`src/rtl/mem_bus_ctl.sv`:
```
// PDP-8 memory bus controller: routes CPU read/write strobes to the boot ROM or to an
// asynchronous SRAM with programmable wait states, and returns data with a one-cycle ack.
module mem_bus_ctl #(
  parameter int unsigned RAM_WAIT = 2
) (
  input  logic        clk,
  input  logic        reset,
  input  logic [14:0] cpu_addr,
  input  logic [11:0] cpu_data_in,
  input  logic        cpu_rd,
  input  logic        cpu_wr,
  output logic [11:0] cpu_data_out,
  output logic        cpu_ack,
  output logic        busy,
  output logic [14:0] rom_addr,
  output logic        rom_rd,
  input  logic [11:0] rom_data,
  input  logic        rom_selected,
  output logic [14:0] ram_addr,
  output logic [11:0] ram_data_out,
  input  logic [11:0] ram_data_in,
  output logic        ram_ce_n,
  output logic        ram_oe_n,
  output logic        ram_we_n
);

  localparam logic [3:0] WaitM1 = 4'(RAM_WAIT - 1);

  typedef enum logic [2:0] {
    StIdle,
    StDecode,
    StRamRd,
    StRamWr,
    StRamRec,
    StDone
  } state_e;

  state_e      r_state;
  logic [14:0] r_addr;
  logic [11:0] r_wdata;
  logic        r_op_rd;
  logic [3:0]  r_cnt;

  assign rom_addr     = r_addr;
  assign ram_addr     = r_addr;
  assign ram_data_out = r_wdata;
  assign busy         = (r_state != StIdle);

  always_ff @(posedge clk or posedge reset) begin
    if (reset) begin
      r_state      <= StIdle;
      r_addr       <= '0;
      r_wdata      <= '0;
      r_op_rd      <= 1'b0;
      r_cnt        <= '0;
      cpu_data_out <= '0;
      cpu_ack      <= 1'b0;
      rom_rd       <= 1'b0;
      ram_ce_n     <= 1'b1;
      ram_oe_n     <= 1'b1;
      ram_we_n     <= 1'b1;
    end else begin
      cpu_ack <= 1'b0;
      rom_rd  <= 1'b0;
      unique case (r_state)
        StIdle: begin
          if (cpu_rd || cpu_wr) begin
            r_addr  <= cpu_addr;
            r_wdata <= cpu_data_in;
            r_op_rd <= cpu_rd;  // read wins when both strobes are high
            r_state <= StDecode;
          end
        end
        StDecode: begin
          if (r_op_rd && rom_selected) begin
            rom_rd       <= 1'b1;
            cpu_data_out <= rom_data;
            cpu_ack      <= 1'b1;
            r_state      <= StDone;
          end else begin
            // Writes always land in SRAM, even inside the ROM window
            ram_ce_n <= 1'b0;
            r_cnt    <= WaitM1;
            if (r_op_rd) begin
              ram_oe_n <= 1'b0;
              r_state  <= StRamRd;
            end else begin
              ram_we_n <= 1'b0;
              r_state  <= StRamWr;
            end
          end
        end
        StRamRd: begin
          if (r_cnt == 4'd0) begin
            cpu_data_out <= ram_data_in;
            ram_ce_n     <= 1'b1;
            ram_oe_n     <= 1'b1;
            cpu_ack      <= 1'b1;
            r_state      <= StDone;
          end else begin
            r_cnt <= r_cnt - 4'd1;
          end
        end
        StRamWr: begin
          if (r_cnt == 4'd0) begin
            ram_we_n <= 1'b1;
            r_state  <= StRamRec;
          end else begin
            r_cnt <= r_cnt - 4'd1;
          end
        end
        StRamRec: begin
          ram_ce_n <= 1'b1;
          cpu_ack  <= 1'b1;
          r_state  <= StDone;
        end
        StDone: begin
          r_state <= StIdle;
        end
        default: begin
          r_state <= StIdle;
        end
      endcase
    end
  end

endmodule

```
`config.mk`:
```
export PLATFORM = sky130hd
export DESIGN_NAME = mem_bus_ctl
export DESIGN_NICKNAME = d
export VERILOG_FILES = /design/src/rtl/mem_bus_ctl.sv
export SDC_FILE = /design/constraint.sdc
export NUM_CORES = 1
export LEC_CHECK = 0
export BUFFER_PORTS_ARGS = -buffer_cell sky130_fd_sc_hd__clkbuf_2
export CAP_MARGIN = 20
export CORE_MARGIN = 5
export CORE_UTILIZATION = 49
export CTS_CLUSTER_DIAMETER = 30
export DETAILED_ROUTE_END_ITERATION = 10
export GPL_TIMING_DRIVEN = 0
export HOLD_SLACK_MARGIN = 0.02
export PLACE_DENSITY = 0.89
export SKIP_LAST_GASP = 1
export SLEW_MARGIN = 10
export SYNTH_ARGS = -nofsm -noshare
export SYNTH_HDL_FRONTEND = slang
export SYNTH_SLANG_ARGS = --single-unit
```
`constraint.sdc`:
```
create_clock -name clk -period 3.68 [get_ports clk]
set_input_delay 0.184 -clock clk [delete_from_list [all_inputs] [get_ports clk]]
set_output_delay 0.184 -clock clk [all_outputs]
set_load 0.03 [all_outputs]
```
==> results.tsv <==
metric	value	unit
status	finished, final reports clean	
Power Density	1030	mW/mm²
HP Class	input port to flop	
root buffer cell	clkbuf_8	
Die X	80.1	µm
FMAX	0.514	GHz
Via density	5.08	
total die area	0.00641	mm²
Post-Syn Instances	186	
min-delay src	cpu_data_in[2]	
worst reg2reg startpoint	r_cnt[0]	
Compound-Gate Fraction of Synth Area	0.125	
placed cell area	0.00308	mm²
drt wl/cell	15.5	µm
H-tree depth	2	
CP arrival	2.13	ns
CP startpoint	r_cnt[0]	
Synth cell types	40	
largest family of logic cells by synthesized area	multiplexers	
PostCTS Resize Cnt	0	
CP cell instances	inv_1, ha_1, nand4bb_1, or3_4, buf_6, o221a_1	
Synth Area in XOR/XNOR	0	
largest net degree at the start of global routing	30	
area grow syn2layout	32.1	%
Worst Max-Slew Pin Slew	0.553	ns
CTS buffer count	5	
Max-Cap Viols	0	
num ports	116	
hpwl dp	4680	µm
Post-route DRC	0	
Max FO, Critical Path	10	
most common cell after layout, fill and taps aside	clkbuf_2	
routability congestion estimate	0.865	
Starting DRT DRC Count	44	
crit path buf inv count	2	
Setup Skew	0.00368	ns
port bufs	115	
Clock Latency Late Sink	0.30	ns
Mapped Area	0.00240	mm²
std cell rows	25	
initial antenna violation count	0	
Worst path top cell family by delay	simple AND/OR/NAND/NOR gates	
ANT cells	0	
Final period util	0.528	
RSZ-0062 raised after global routing	no	
WP data required	3.87	ns
Yosys Warn Count	0	
Clock Path Buffers	2	
Slew Viols, Final	0	
top cells by area, synth	dfrtp_1, mux2_1, buf_4	
Starting Density	0.506	
Simple-Gate Fraction of Synth Area	0.110	
layout cells sized above 1	0.510	
leakage power	1.56	nW
crit end category	flop	
highest-delay cell along the critical path	or3_4	
minimum clock period	1.94	ns
grt total ovfl	0	
#FFs+latches synth	52	
Synth Area in Adders	0.00520	
relative slew slack	0.630	
core area	0.00475	mm²
first-pass GRT wire length	8960	µm
Final Core Density	0.668	
post-synth top area cell	dfrtp_1	
Nets	367	
final WL	5840	µm
Die Ht	80.1	µm
antenna-violating nets left	0	
Final Worst Setup Slack	1.74	ns
DRT Pass-1 Iters	4	
clk slew on worst S/H paths	0.09	ns
pre-CTS setup slack	1.76	ns
Final setup viols	0	
multiplexer area fraction after synthesis	0.126	
CP peak stage delay	0.42	ns
Setup TNS Final	0	ns
GR Util All Layers	0.178	
VDD IR max	0.453	mV
syn_nets	243	
final hold viol count	0	
share of the synthesized area in the top cell type	0.510	
total number of vias	1915	
Mean Syn Cell Area	12.9	µm²
CTS tree	yes	
register area share after synthesis	0.543	
Startpoint Class	flop	
vias in the first global route	1946	
Finished Cell Area	0.00318	mm²
most frequent cells in the layout	clkbuf_2, dfrtp_1, mux2_1	
Worst Setup Path Type	flop to flop	
Clock Sinks	52	
[worst reg2reg max path, cell delays in order (launching register included)]
cell,delay [ns]
dfrtp_1,0.40
inv_1,0.10
ha_1,0.25
nand4bb_1,0.25
or3_4,0.42
buf_6,0.16
o221a_1,0.25
[state kept, by name, indices dropped and copies added (netlist names)]
register,count
r_cnt,4
ram_we_n,1
cpu_data_out,12
ram_addr,15
rom_rd,1
ram_oe_n,1
r_op_rd,1
cpu_ack,1
r_state,3
ram_ce_n,1
ram_data_out,12
[path summary, 6_finish.rpt]
kind,to,slack [ns],cells after the start
worst max-delay path,cpu_data_out[5],1.74,6
worst min-delay path,ram_data_out[2],0.1,2
worst max register to register,cpu_data_out[5],1.74,6
worst min register to register,ram_data_out[1],0.49,1
max in group asynchronous,ram_addr[6],2.69,4
min in group asynchronous,ram_data_out[3],0.46,3
[cells in the mapped netlist]
cell / instances
o311ai_0: 1
or3_1: 12
nor2b_1: 4
buf_6: 4
a22oi_1: 1
a2bb2oi_1: 1
nand3_1: 1
nand4bb_1: 1
buf_4: 16
nand2b_1: 1
o22ai_1: 2
o21ai_1: 1
or3b_1: 3
o21ai_0: 1
nor2_8: 1
mux2_1: 27
nor3b_1: 1
inv_1: 7
o41ai_1: 2
nand4b_1: 1
dfrtp_1: 49
ha_1: 1
o32ai_4: 1
a22o_1: 1
nand2_1: 2
or3_4: 1
a21o_1: 1
dfstp_2: 3
o221a_2: 3
o311ai_1: 1
o31ai_1: 1
and2_1: 1
a21oi_1: 8
buf_2: 3
nor3_4: 1
clkbuf_1: 2
nor2_1: 5
o221a_1: 9
inv_2: 1
nor3_1: 4
[repair_timing]
action / 4_1_cts / 5_1_grt
hold buffers: 1 / 0
setup endpoints to repair: 0 / 0
endpoints found under the hold margin: 20 / 0
setup buffers: 0 / 0
[kinds of logic (layout without fill, tap and decap cells)]
logic type	after synthesis	in the layout
flip-flops	52	52
AND/OR/NAND/NOR	39	39
AO/OA/AOI/OAI	34	34
buffers and inverters	33	157
multiplexers	27	27
adder cells (fa/ha/maj)	1	1
[layer usage]
metal,share of wire,global-route usage
met2,0.54,0.334
met4,0.015,0.0591
met5,0,0
met1,0.39,0.210
met3,0.055,0.0213
[layout make-up]
class                   count  area [µm²]
plain buffers              25         188
clock buffers               5        68.8
clock inverters             2        12.5
fillers                   390        1580
inverters                   8        30.0
multi-input cells         101         882
flip-flops and latches     52        1310
well taps                  67        83.8
repair buffers            117         606
[per-stage QoR]
step / hold WS, ns / cells / total power, mW
2_1_floorplan: 0.319 / 186 / 2.45
3_3_place_gp: 0.399 / 368 / 2.93
6_report: 0.0970 / 377 / 3.28
4_1_cts: 0.0937 / 377 / 3.31
3_5_place_dp: 0.236 / 369 / 3.00
5_1_grt: 0.0945 / 377 / 3.47
[power by group]
part | internal (mW) | leakage, nW | switching, mW
registers | 0.855 | 0.606 | 0.180
logic | 0.715 | 0.909 | 1.22
clock network | 0.129 | 0.0400 | 0.175
total | 1.70 | 1.56 | 1.58
No activity file was read; power rests on OpenSTA's default activity.
